===== src/rtl/bus_fifo_bank.sv =====
// Bank of independent first-word-fall-through FIFOs, one channel per device, presenting
// head-of-queue data, occupancy, threshold status and sticky error flags to the bus arbiter.
module bus_fifo_bank #(
    parameter int  drvrs   = 4,
    parameter int  pckg_sz = 16,
    parameter int  depth   = 8,
    parameter int  af_lvl  = 6,
    localparam int CW      = $clog2(depth + 1)
) (
    input  logic                     clk,
    input  logic                     reset,
    input  logic [drvrs-1:0]         push,
    input  logic [drvrs*pckg_sz-1:0] D_push,
    input  logic [drvrs-1:0]         pop,
    output logic [drvrs*pckg_sz-1:0] D_pop,
    output logic [drvrs-1:0]         pndng,
    output logic [drvrs-1:0]         full,
    output logic [drvrs-1:0]         almost_full,
    output logic [drvrs*CW-1:0]      count,
    input  logic [drvrs-1:0]         flush,
    output logic [drvrs-1:0]         overflow,
    output logic [drvrs-1:0]         underflow
);
    localparam int            PW       = (depth > 1) ? $clog2(depth) : 1;
    localparam logic [PW-1:0] PTR_LAST = PW'(depth - 1);
    localparam logic [CW-1:0] CNT_FULL = CW'(depth);
    localparam logic [CW-1:0] CNT_AF   = CW'(af_lvl);

    // Pointers wrap explicitly so depth need not be a power of two.
    function automatic logic [PW-1:0] ptr_inc(input logic [PW-1:0] p);
        ptr_inc = (p == PTR_LAST) ? '0 : p + PW'(1);
    endfunction

    for (genvar g = 0; g < drvrs; g++) begin : g_ch
        logic [pckg_sz-1:0] mem_r [depth];
        logic [PW-1:0]      rd_ptr_r;
        logic [PW-1:0]      wr_ptr_r;
        logic [CW-1:0]      count_r;
        logic               ovf_r;
        logic               udf_r;
        logic               pndng_s;
        logic               full_s;
        logic               pop_ok_s;
        logic               push_ok_s;

        // Acceptance decisions; a full channel still takes a push when a pop frees a slot.
        always_comb begin
            pndng_s   = (count_r != '0);
            full_s    = (count_r == CNT_FULL);
            pop_ok_s  = pop[g] && pndng_s;
            push_ok_s = push[g] && (!full_s || pop_ok_s);
        end

        // Pointer, occupancy and sticky-flag state; reset and flush clear the channel.
        always_ff @(posedge clk) begin
            if (reset || flush[g]) begin
                rd_ptr_r <= '0;
                wr_ptr_r <= '0;
                count_r  <= '0;
                ovf_r    <= 1'b0;
                udf_r    <= 1'b0;
            end else begin
                if (pop_ok_s) begin
                    rd_ptr_r <= ptr_inc(rd_ptr_r);
                end
                if (push_ok_s) begin
                    wr_ptr_r <= ptr_inc(wr_ptr_r);
                end
                case ({push_ok_s, pop_ok_s})
                    2'b10:   count_r <= count_r + CW'(1);
                    2'b01:   count_r <= count_r - CW'(1);
                    default: count_r <= count_r;
                endcase
                if (push[g] && !push_ok_s) begin
                    ovf_r <= 1'b1;
                end
                if (pop[g] && !pndng_s) begin
                    udf_r <= 1'b1;
                end
            end
        end

        // Storage array; contents are irrelevant while the channel is empty.
        always_ff @(posedge clk) begin
            if (push_ok_s && !reset && !flush[g]) begin
                mem_r[wr_ptr_r] <= D_push[g*pckg_sz +: pckg_sz];
            end
        end

        assign D_pop[g*pckg_sz +: pckg_sz] = pndng_s ? mem_r[rd_ptr_r] : '0;
        assign pndng[g]                    = pndng_s;
        assign full[g]                     = full_s;
        assign almost_full[g]              = (count_r >= CNT_AF);
        assign count[g*CW +: CW]           = count_r;
        assign overflow[g]                 = ovf_r;
        assign underflow[g]                = udf_r;
    end
endmodule


===== config.mk =====
export PLATFORM = sky130hd
export DESIGN_NAME = bus_fifo_bank
export DESIGN_NICKNAME = d
export VERILOG_FILES = /design/src/rtl/bus_fifo_bank.sv
export SDC_FILE = /design/constraint.sdc
export NUM_CORES = 1
export LEC_CHECK = 0
export ABC_AREA = 0
export BUFFER_PORTS_ARGS = -buffer_cell sky130_fd_sc_hd__buf_2
export CAP_MARGIN = 0
export CORE_UTILIZATION = 67
export CTS_BUF_LIST = sky130_fd_sc_hd__clkbuf_4 sky130_fd_sc_hd__clkbuf_8
export DETAILED_ROUTE_END_ITERATION = 7
export GPL_TIMING_DRIVEN = 0
export PLACE_DENSITY = 0.86
export SLEW_MARGIN = 25
export SYNTH_ARGS = -nofsm -noshare
export SYNTH_HDL_FRONTEND = slang
export SYNTH_SLANG_ARGS = --single-unit

===== constraint.sdc =====
create_clock -name clk -period 4.45 [get_ports clk]
set_clock_uncertainty 0.15 [all_clocks]
set_input_delay 0.445 -clock clk [delete_from_list [all_inputs] [get_ports clk]]
set_output_delay 0.445 -clock clk [all_outputs]
set_load 0.005 [all_outputs]

==> results.toml, run 1 <==
[critical_path]
crit_buf_inv = 3
worstRegToRegCells = 10
reg2reg_slack_ns = 1.45
cp.required_ns = 3.86
endpoint = "D_pop[55]"
critPathCaptureType = "output port"
slowest_stage = "nor4_4"
crit_family = "buffers and inverters"
cp-startpoint = "g_ch[3].count_r[0]"
crit_cells = 5
path_class = "reg -> out"
r2r_end = "g_ch[2].count_r[3]"
path_cells = "buf_6 > nor4_4 > clkbuf_1 > nor2_1 > buf_2"
rr_startpoint = "g_ch[2].count_r[0]"
critPathMaxStageDelay_ns = 0.61
critPathMaxFanout = 10
worst_ep_arrival_time_ns = 2.64
startpoint_type = "flip-flop"

[sta]
fin_crit_ns = 3.239
relSlewSlack_pct = 42.78
whs_ns = 0.04315
worst_pin_slew_ns = 0.8584
timing.final.crit_share_pct = 72.79
hold_viol_final = 0
fmax_mhz = 308.7
rsz0062_at_grt = "false"
finalSetupViolations = 0
tns_ns = 0
final_max_slew_viol_count = 0

[clock_network]
cts_buffer_depth = 3
numCtsBuffers = 86
tritoncts = "built"
cts_resized = 0
clk_pin_slew_ns = 0.06
hold_buffers = 69
cts.sinks = 572
clock_latency_ns = 0.64
htreeDepth = 3
cts_root_buffer = "clkbuf_8"
postCtsSetupRepairBufs = 0

[synth]
ys_seq_elements = 572
ys.flop_type = "edfxtp_1"
syn-cell-area_um2 = 22870
synth_area_leader_cell = "edfxtp_1"
syn_nets = 1324
synthArstFlopShare_pct = 0
synth_warnings = 0
syn_inst = 1218
synth_top_area_share_pct = 67.21
synth_sequential_area_ratio_pct = 72.46
synth_area_per_cell_um2 = 18.78
yosysUniqueCellTypes = 42
synthTopCellsByArea = "edfxtp_1 67%, mux4_2 13%, dfxtp_1 5.3%, mux2i_1 3.2%, nor2_1 1.9%"
synth_edf_count = 512

[placed_design]
dp.cells = 1879
placement.io_buffers = 173
place.detailed.hpwl_mm = 31.57
gp_congestion = 0.7730

[floorplanning]
start_util_pct = 68.22
rows = 67
fp.dieH_um = 186.8
die_w_um = 186.8
coreArea_um2 = 33530
ios = 178
dieArea_um2 = 34880

[cells_and_area]
layout_commonest_cell = "edfxtp_1"
layout_common_cells = "512 x edfxtp_1, 199 x buf_2, 128 x mux4_2, 92 x nor2_1, 91 x clkbuf_8"
nets = 1694
final_cells = 2105
area_growth_syn_to_layout_pct = 19.12
drive_gt1_share_pct = 35.49
final_core_util_pct = 81.26

[route]
drt_pre_antenna_iters = 5
ant_nets = 0
wl_mm = 51.89
drc_errors = 0
wl_per_cell_um = 24.65
drtIter0Drc = 1226
viasPerCell = 6.129
vias = 12900

[power]
max-vdd-ir-drop_uv = 371.0
power_mw = 10.79
powerDensity_nw_per_um2 = 396.1
leakagePower_nw = 9.447

[job]
drv_cap = 0

[global_routing]
grt_antenna_before_repair = 3
grt.total_usage_pct = 30.57
grt_max_degree = 12
grt_pass1_vias = 13490
grt_pass1_wl_mm = 78.45
overflow = 0

[status]
status = "finished clean"

[worst_hold_path]
hp-class = "in -> reg"
==> layout make-up <==
| class | count | area [um2] |
|---|---|---|
| antenna | 3 | 7.507 |
| buffer | 72 | 392.9 |
| clock buffer | 119 | 1463 |
| clock inverter | 35 | 236.5 |
| fill | 1567 | 6284 |
| inverter | 28 | 105.1 |
| multi-input combinational | 546 | 5901 |
| sequential | 572 | 16580 |
| tap | 448 | 560.5 |
| timing repair buffer | 282 | 2007 |
==> per-layer routing <==
layer	track usage [%]	routed length (um)	vias to the layer above
li1	-	-	5577
met3	5.962	3889	106
met4	14.28	1670	0
met5	0	0	-
met2	52.40	27260	645
met1	37.94	19080	6573
==> worst min path at each step <==
stage	from	end	slack, ns	cells after the start
finish	flush[2]	g_ch[2].count_r[3]	0.04	3
detailed placement	g_ch[3].ovf_r	g_ch[3].ovf_r	0.31	2
global placement	g_ch[0].udf_r	g_ch[0].udf_r	0.31	2
floorplan	g_ch[0].ovf_r	g_ch[0].ovf_r	0.29	2
global route	flush[2]	g_ch[2].count_r[1]	0.04	3
CTS	push[1]	g_ch[1].count_r[3]	0.001	3
==> logic make-up (layout without fill, tap and decap cells) <==
family          after synthesis  after routing  synth area share (%)
flops                       572            572                 72.46
simple gates                230            230                 5.054
mux                         202            202                 15.84
buf+inv                     100            536                 2.177
compound gates               74             74                 2.341
fa+ha+maj                    28             28                 1.663
xor+xnor                     12             12                0.4595
other cells                   0              3                     0
==> sequential cells by signal (all words and copies together), names as in the netlist, named ones only <==
name	cells
g_ch.count_r	16
g_ch.mem_r	512
g_ch.ovf_r	4
g_ch.rd_ptr_r	12
g_ch.udf_r	4
g_ch.wr_ptr_r	12
==> where the power goes <==
| part | total, mW | switching [mW] | leakage, nW | internal, mW |
|---|---|---|---|---|
| clock network | 4.25 | 1.95 | 0.902 | 2.30 |
| registers | 5.91 | 0.0269 | 5.10 | 5.88 |
| logic | 0.638 | 0.357 | 3.45 | 0.280 |
| total | 10.8 | 2.33 | 9.45 | 8.46 |
==> per-stage QoR <==
stage / worst slack, ns / area [um2]
global route: 1.074 / 27240
CTS: 1.187 / 27240
detailed placement: 1.523 / 24850
global placement: 0.3833 / 24300
floorplan: 1.581 / 22870
finish: 1.211 / 27250
==> worst min-delay path: stages <==
cell and delay, ns:
buf_2 0.07, or2_2 0.19, a31oi_1 0.05
==> Yosys cell counts (6+ instances only) <==
cell type,count
edfxtp_1,512
mux4_2,128
nor2_1,116
mux2i_1,74
dfxtp_1,60
nand2_1,32
a21oi_1,30
buf_2,26
ha_1,24
inv_1,24
clkbuf_1,22
buf_4,16
nor3_1,16
nand2b_1,14
nand3_1,12
xnor2_1,12
or3_1,10
a21o_1,8
a211oi_1,6
a31oi_1,6
(Power assumes the default switching activity.)
==> inputs of run 2 (changes only) <==
Settings changed: CORE_UTILIZATION 67 to 56, PLACE_DENSITY 0.86 to 0.76.
Clock period 4.45 ns to 2.8 ns, I/O delays scaled along.
==> results.toml, run 2 (same netlist as run 1, synthesis figures left out) <==
[status]
status = "finished clean"

[cells_and_area]
drive_gt1_share_pct = 35.86
largest_reg_flops = 512
nFillCells = 2550
finalInstanceArea_um2 = 27760
multi_input_area_um2 = 5974
regMostFlops = "g_ch.mem_r"
layout_commonest_cell = "edfxtp_1"
nets = 1702
area_growth_syn_to_layout_pct = 21.38
seqCellArea_um2 = 16580
top_regs = "g_ch.mem_r x512, g_ch.count_r x16"
diodes = 0
layout_common_cells = "512 x edfxtp_1, 184 x buf_2, 128 x mux4_2, 92 x nor2_1, 91 x clkbuf_8"
final_cells = 2190

[power]
powerDensity_nw_per_um2 = 623.8
p_sw_share_pct = 21.37
max-vdd-ir-drop_uv = 624.7
clkPwrFrac_pct = 39.7
leakagePower_nw = 9.525
seq_power_share_pct = 54.2
p_int_mw = 13.62
p_switching_mw = 3.702
comb_power_share_pct = 6.1
power_mw = 17.32

[global_routing]
grt_antenna_before_repair = 0
overflow = 0
grt_max_degree = 17
grt.total_usage_pct = 23.17
grt_pass1_vias = 12990
grt_pass1_wl_mm = 72.04

[critical_path]
rr_startpoint = "g_ch[2].count_r[1]"
critPathCaptureType = "output port"
reg2reg_slack_ns = 0.17
r2r_end = "g_ch[2].count_r[3]"
worstRegToRegCells = 10
critPathMaxFanout = 10
cp.required_ns = 2.37
worst_ep_arrival_time_ns = 2.27
path_class = "reg -> out"
endpoint = "D_pop[20]"
startpoint_type = "flip-flop"

[sta]
timing.final.crit_share_pct = 96.60
finalSetupViolations = 0
rsz0062_at_grt = "true"
hold_viol_final = 0
relSlewSlack_pct = 57.34
fin_crit_ns = 2.705
setup_ws_ns = 0.09515
final_max_slew_viol_count = 0
worst_pin_slew_ns = 0.6384
tns_ns = 0
fmax_mhz = 369.7

[placed_design]
dp.cells = 1946
placed_area_um2 = 24970
placement.io_buffers = 173
gp_congestion = 0.7705
place_ws_ns = -0.1204
place.detailed.hpwl_mm = 30.69

[clock_network]
cts.sinks = 572
numCtsBuffers = 89
cts_root_buffer = "clkbuf_8"
clock_latency_ns = 0.64
htreeDepth = 3
cts_buffer_depth = 3
tritoncts = "built"
clk_pin_slew_ns = 0.06

[floorplanning]
fp.dieH_um = 204.1
ios = 178
start_util_pct = 57.18
rows = 73
die_w_um = 204.1
dieArea_um2 = 41660
coreArea_um2 = 40010

[route]
ant_nets = 0
drt_pre_antenna_iters = 5
vias = 12440
wl_mm = 47.19
wl_per_cell_um = 21.55
drtIter0Drc = 701
drc_errors = 0
viasPerCell = 5.682

[worst_hold_path]
hp-class = "in -> reg"

[job]
drv_cap = 0
## run 2: cell count changes in the layout (fill, tap and decap cells not counted), moves of 4 or more
cell	delta
buf_6	-5
clkinv_1	+12
buf_1	-4
buf_2	-15
nor3_2	-8
nor3_4	+8
clkinv_2	-4
dlygate4sd3_1	+11
clkbuf_2	+13
buf_12	+5
clkbuf_1	-16
buf_8	+14
## run 2: worst max-delay path, stage by stage (launching register included)
cell      delay [ns]
dfxtp_1         0.31
clkbuf_4        0.20
buf_8           0.19
mux4_2          0.52
mux2i_1         0.18
nor2_1          0.10
buf_2           0.14
## run 2: worst min path at each step
stage                          endpoint          start  slack, ns  cells after the start
CTS                 g_ch[0].mem_r[4][5]          reset       0.21                      4
global placement          g_ch[0].udf_r  g_ch[0].udf_r       0.31                      2
finish              g_ch[0].mem_r[4][7]          reset       0.22                      4
global route        g_ch[0].mem_r[4][5]          reset       0.23                      4
floorplan           g_ch[0].mem_r[0][0]      D_push[0]       0.23                      0
detailed placement        g_ch[3].ovf_r  g_ch[3].ovf_r       0.32                      2
## run 2: layout make-up
class	instances	area share, %
Sequential cell	572	59.70
Multi-Input combinational cell	546	21.52
Timing Repair Buffer	291	7.693
Clock buffer	112	5.079
Tap cell	525	2.366
Buffer	68	2.010
Clock inverter	48	1.253
Inverter	28	0.3785
## run 2: power by group through the flow
stage / Sequential, mW / Combinational, mW / Clock [mW]
after floorplan: 9.56 / 0.507 / 0
after global placement: 9.57 / 0.866 / 0
after detailed placement: 9.57 / 0.909 / 0
after CTS: 9.39 / 1.04 / 7.00
after global routing: 9.39 / 1.15 / 7.36
final: 9.39 / 1.06 / 6.87
## run 2: routing by layer
| layer | share of wire, % | global-route usage [%] | routed length [um] |
|---|---|---|---|
| met3 | 5.4 | 3.986 | 2542 |
| met4 | 2.4 | 8.369 | 1141 |
| met1 | 42 | 31.43 | 19960 |
| met2 | 50 | 38.05 | 23540 |
| met5 | 0 | 0 | 0 |
## run 2: what timing repair did
| action | CTS | global route |
|---|---|---|
| hold endpoints to repair | 547 | 0 |
| buffers inserted | 6 | 2 |
| endpoints found under the setup margin | 67 | 59 |
| pin swaps | 3 | 1 |
| hold buffers | 80 | 0 |
| cloned | 0 | 0 |
| resized for setup | 42 | 27 |
## run 2: through the flow
step	utilization, %	hold WS [ns]
3_3_place_gp	61.08	0.3069
2_1_floorplan	-	0.2289
6_report	69.40	0.2164
3_5_place_dp	62.42	0.3167
5_1_grt	69.40	0.2285
4_1_cts	69.16	0.2072
==> inputs of run 3 (changes only) <==
Settings changed: ABC_AREA 0 to 1.
==> results.toml, run 3 <==
[clock_network]
clock_latency_ns = 0.66
cts_buffer_depth = 3
numCtsBuffers = 89
clk_pin_slew_ns = 0.06
postCtsSetupRepairBufs = 0
cts_root_buffer = "clkbuf_8"
cts.sinks = 572
tritoncts = "built"
htreeDepth = 3

[route]
drt_pre_antenna_iters = 5
viasPerCell = 5.633
wl_mm = 55.35
ant_nets = 0
wl_per_cell_um = 19.33
drtIter0Drc = 1578
vias = 16130
drc_errors = 0

[critical_path]
startpoint_type = "flip-flop"
worst_ep_arrival_time_ns = 2.25
critPathCaptureType = "output port"
critPathMaxStageDelay_ns = 0.46
rr_startpoint = "g_ch[0].count_r[2]"
crit_family = "buffers and inverters"
cpMostUsedCell = "nor2_1"
cp.required_ns = 2.37
critPathMaxFanout = 10
path_cells = "clkbuf_1 > o21ai_0 > o22ai_1 > nor2_1 > nor2_1 > buf_2"
r2r_end = "g_ch[0].mem_r[0][9]"
reg2reg_slack_ns = 0.18
worstRegToRegCells = 9
path_class = "reg -> out"
slowest_stage = "clkbuf_1"
crit_buf_inv = 2

[synth]
synth_area_per_cell_um2 = 12.41
syn-cell-area_um2 = 23290
synth_edf_count = 512
synth_area_leader_cell = "edfxtp_1"
synthArstFlopShare_pct = 0
syn_nets = 1982
ys.flop_type = "edfxtp_1"
synth_sequential_area_ratio_pct = 71.18
yosysUniqueCellTypes = 36
ys_seq_elements = 572
syn_inst = 1876
synth_warnings = 0
synth_common_cells = "512 x edfxtp_1, 457 x nor2_1, 349 x o21ai_0"
synthTopCellsByArea = "edfxtp_1 66%, o21ai_0 7.5%, nor2_1 7.4%, dfxtp_1 5.2%, mux2i_1 2.8%"
synth.most_common_cell = "edfxtp_1"
synth_top_area_share_pct = 66.02

[status]
status = "finished clean"

[cells_and_area]
nFillCells = 2804
layout_commonest_cell = "edfxtp_1"
drive_gt1_share_pct = 22.61
largest_reg_flops = 512
top_regs = "g_ch.mem_r x512, g_ch.count_r x16"
layout_common_cells = "512 x edfxtp_1, 427 x nor2_1, 342 x o21ai_0, 214 x buf_2, 94 x clkbuf_8"
seqCellArea_um2 = 16580
area_growth_syn_to_layout_pct = 20.07
diodes = 0
finalInstanceArea_um2 = 27960
final_core_util_pct = 68.33
multi_input_area_um2 = 5887
nets = 2366
final_cells = 2863
regMostFlops = "g_ch.mem_r"

[placed_design]
placed_area_um2 = 25310
gp_congestion = 0.8204
place.detailed.hpwl_mm = 36.02
dp.cells = 2617
placement.io_buffers = 177
place_ws_ns = 0.1082

[job]
drv_cap = 0

[sta]
fin_crit_ns = 2.682
tns_ns = 0
fmax_mhz = 372.9
final_max_slew_viol_count = 0
relSlewSlack_pct = 33.25
timing.final.crit_share_pct = 95.77
finalSetupViolations = 0
whs_ns = 0.1178
worst_pin_slew_ns = 1.000
rsz0062_at_grt = "false"
hold_viol_final = 0
setup_ws_ns = 0.1185

[global_routing]
grt_max_degree = 17
grt_antenna_before_repair = 0
grt.total_usage_pct = 26.21
overflow = 0
grt_pass1_wl_mm = 84.88
grt_pass1_vias = 16230

[floorplanning]
die_w_um = 205.9
dieArea_um2 = 42410
coreArea_um2 = 40920
fp.dieH_um = 205.9
rows = 74
start_util_pct = 56.91
ios = 178

[power]
leakagePower_nw = 10.27
powerDensity_nw_per_um2 = 631.7
max-vdd-ir-drop_uv = 675.5
power_mw = 17.66

[worst_hold_path]
hold_start = "flush[0]"
hold_depth = 4
whs_endpoint = "g_ch[0].mem_r[3][15]"
hp-class = "in -> reg"
-- run 3: cell count changes in the layout (fill, tap and decap cells not counted), sizes merged, moves of 30 or more --
cell	previous run	this run
inv	30	73
mux4	128	0
nand2	32	62
o21ai	8	356
o22ai	0	64
nor2	116	461
clkbuf	135	169
buf	256	288
-- run 3: layout make-up --
type | count | share of cell area (%)
buffer | 115 | 2.528
clock buffer | 133 | 5.674
clock inverter | 29 | 0.6264
inverter | 70 | 0.9396
multi-input combinational | 1119 | 21.05
sequential | 572 | 59.28
tap | 532 | 2.380
timing repair buffer | 293 | 7.517
-- run 3: power breakdown --
part           switching, mW  internal [mW]
clock                   3.18           3.73
sequential            0.0446           9.37
combinational          0.827          0.508
total                   4.06           13.6
-- run 3: worst reg2reg max path, cell delays in order, from the launching register on --
cell and delay [ns]:
dfxtp_1 0.39, inv_1 0.13, nand3_4 0.17, nand2_4 0.09, nand2_1 0.10, nand2_2 0.11, inv_1 0.16, nand3_1 0.25
nor2_2 0.55, buf_6 0.24
-- run 3: what timing repair did --
| action | in CTS | in global routing |
|---|---|---|
| pin swaps | 0 | 3 |
| hold endpoints to repair | 563 | 0 |
| gates resized for setup | 15 | 32 |
| endpoints found under the setup margin | 27 | 44 |
| hold buffers | 84 | 0 |
-- run 3: worst max-delay path by stage --
| stage | from | endpoint | cells after the start |
|---|---|---|---|
| after floorplan | g_ch[0].count_r[3] | g_ch[0].mem_r[7][0] | 8 |
| after global placement | g_ch[0].count_r[2] | g_ch[0].mem_r[1][9] | 8 |
| after detailed placement | reset | g_ch[0].mem_r[4][6] | 4 |
| after CTS | flip-flop | D_pop[51] | 9 |
| after global routing | flip-flop | D_pop[11] | 6 |
| final | flip-flop | D_pop[13] | 6 |
-- run 3: per-layer routing --
metal	GRT usage, %	wire, um
met5	0	0
met2	44.55	27670
met4	10.40	1421
met1	33.57	22050
met3	4.415	4212
-- run 3: logic make-up after synthesis --
kind of cell / synth area share (%)
mux: 2.751
compound gates: 10.38
xor+xnor: 0.1505
simple gates: 9.934
buf+inv: 3.976
fa+ha+maj: 1.633
flops: 71.18
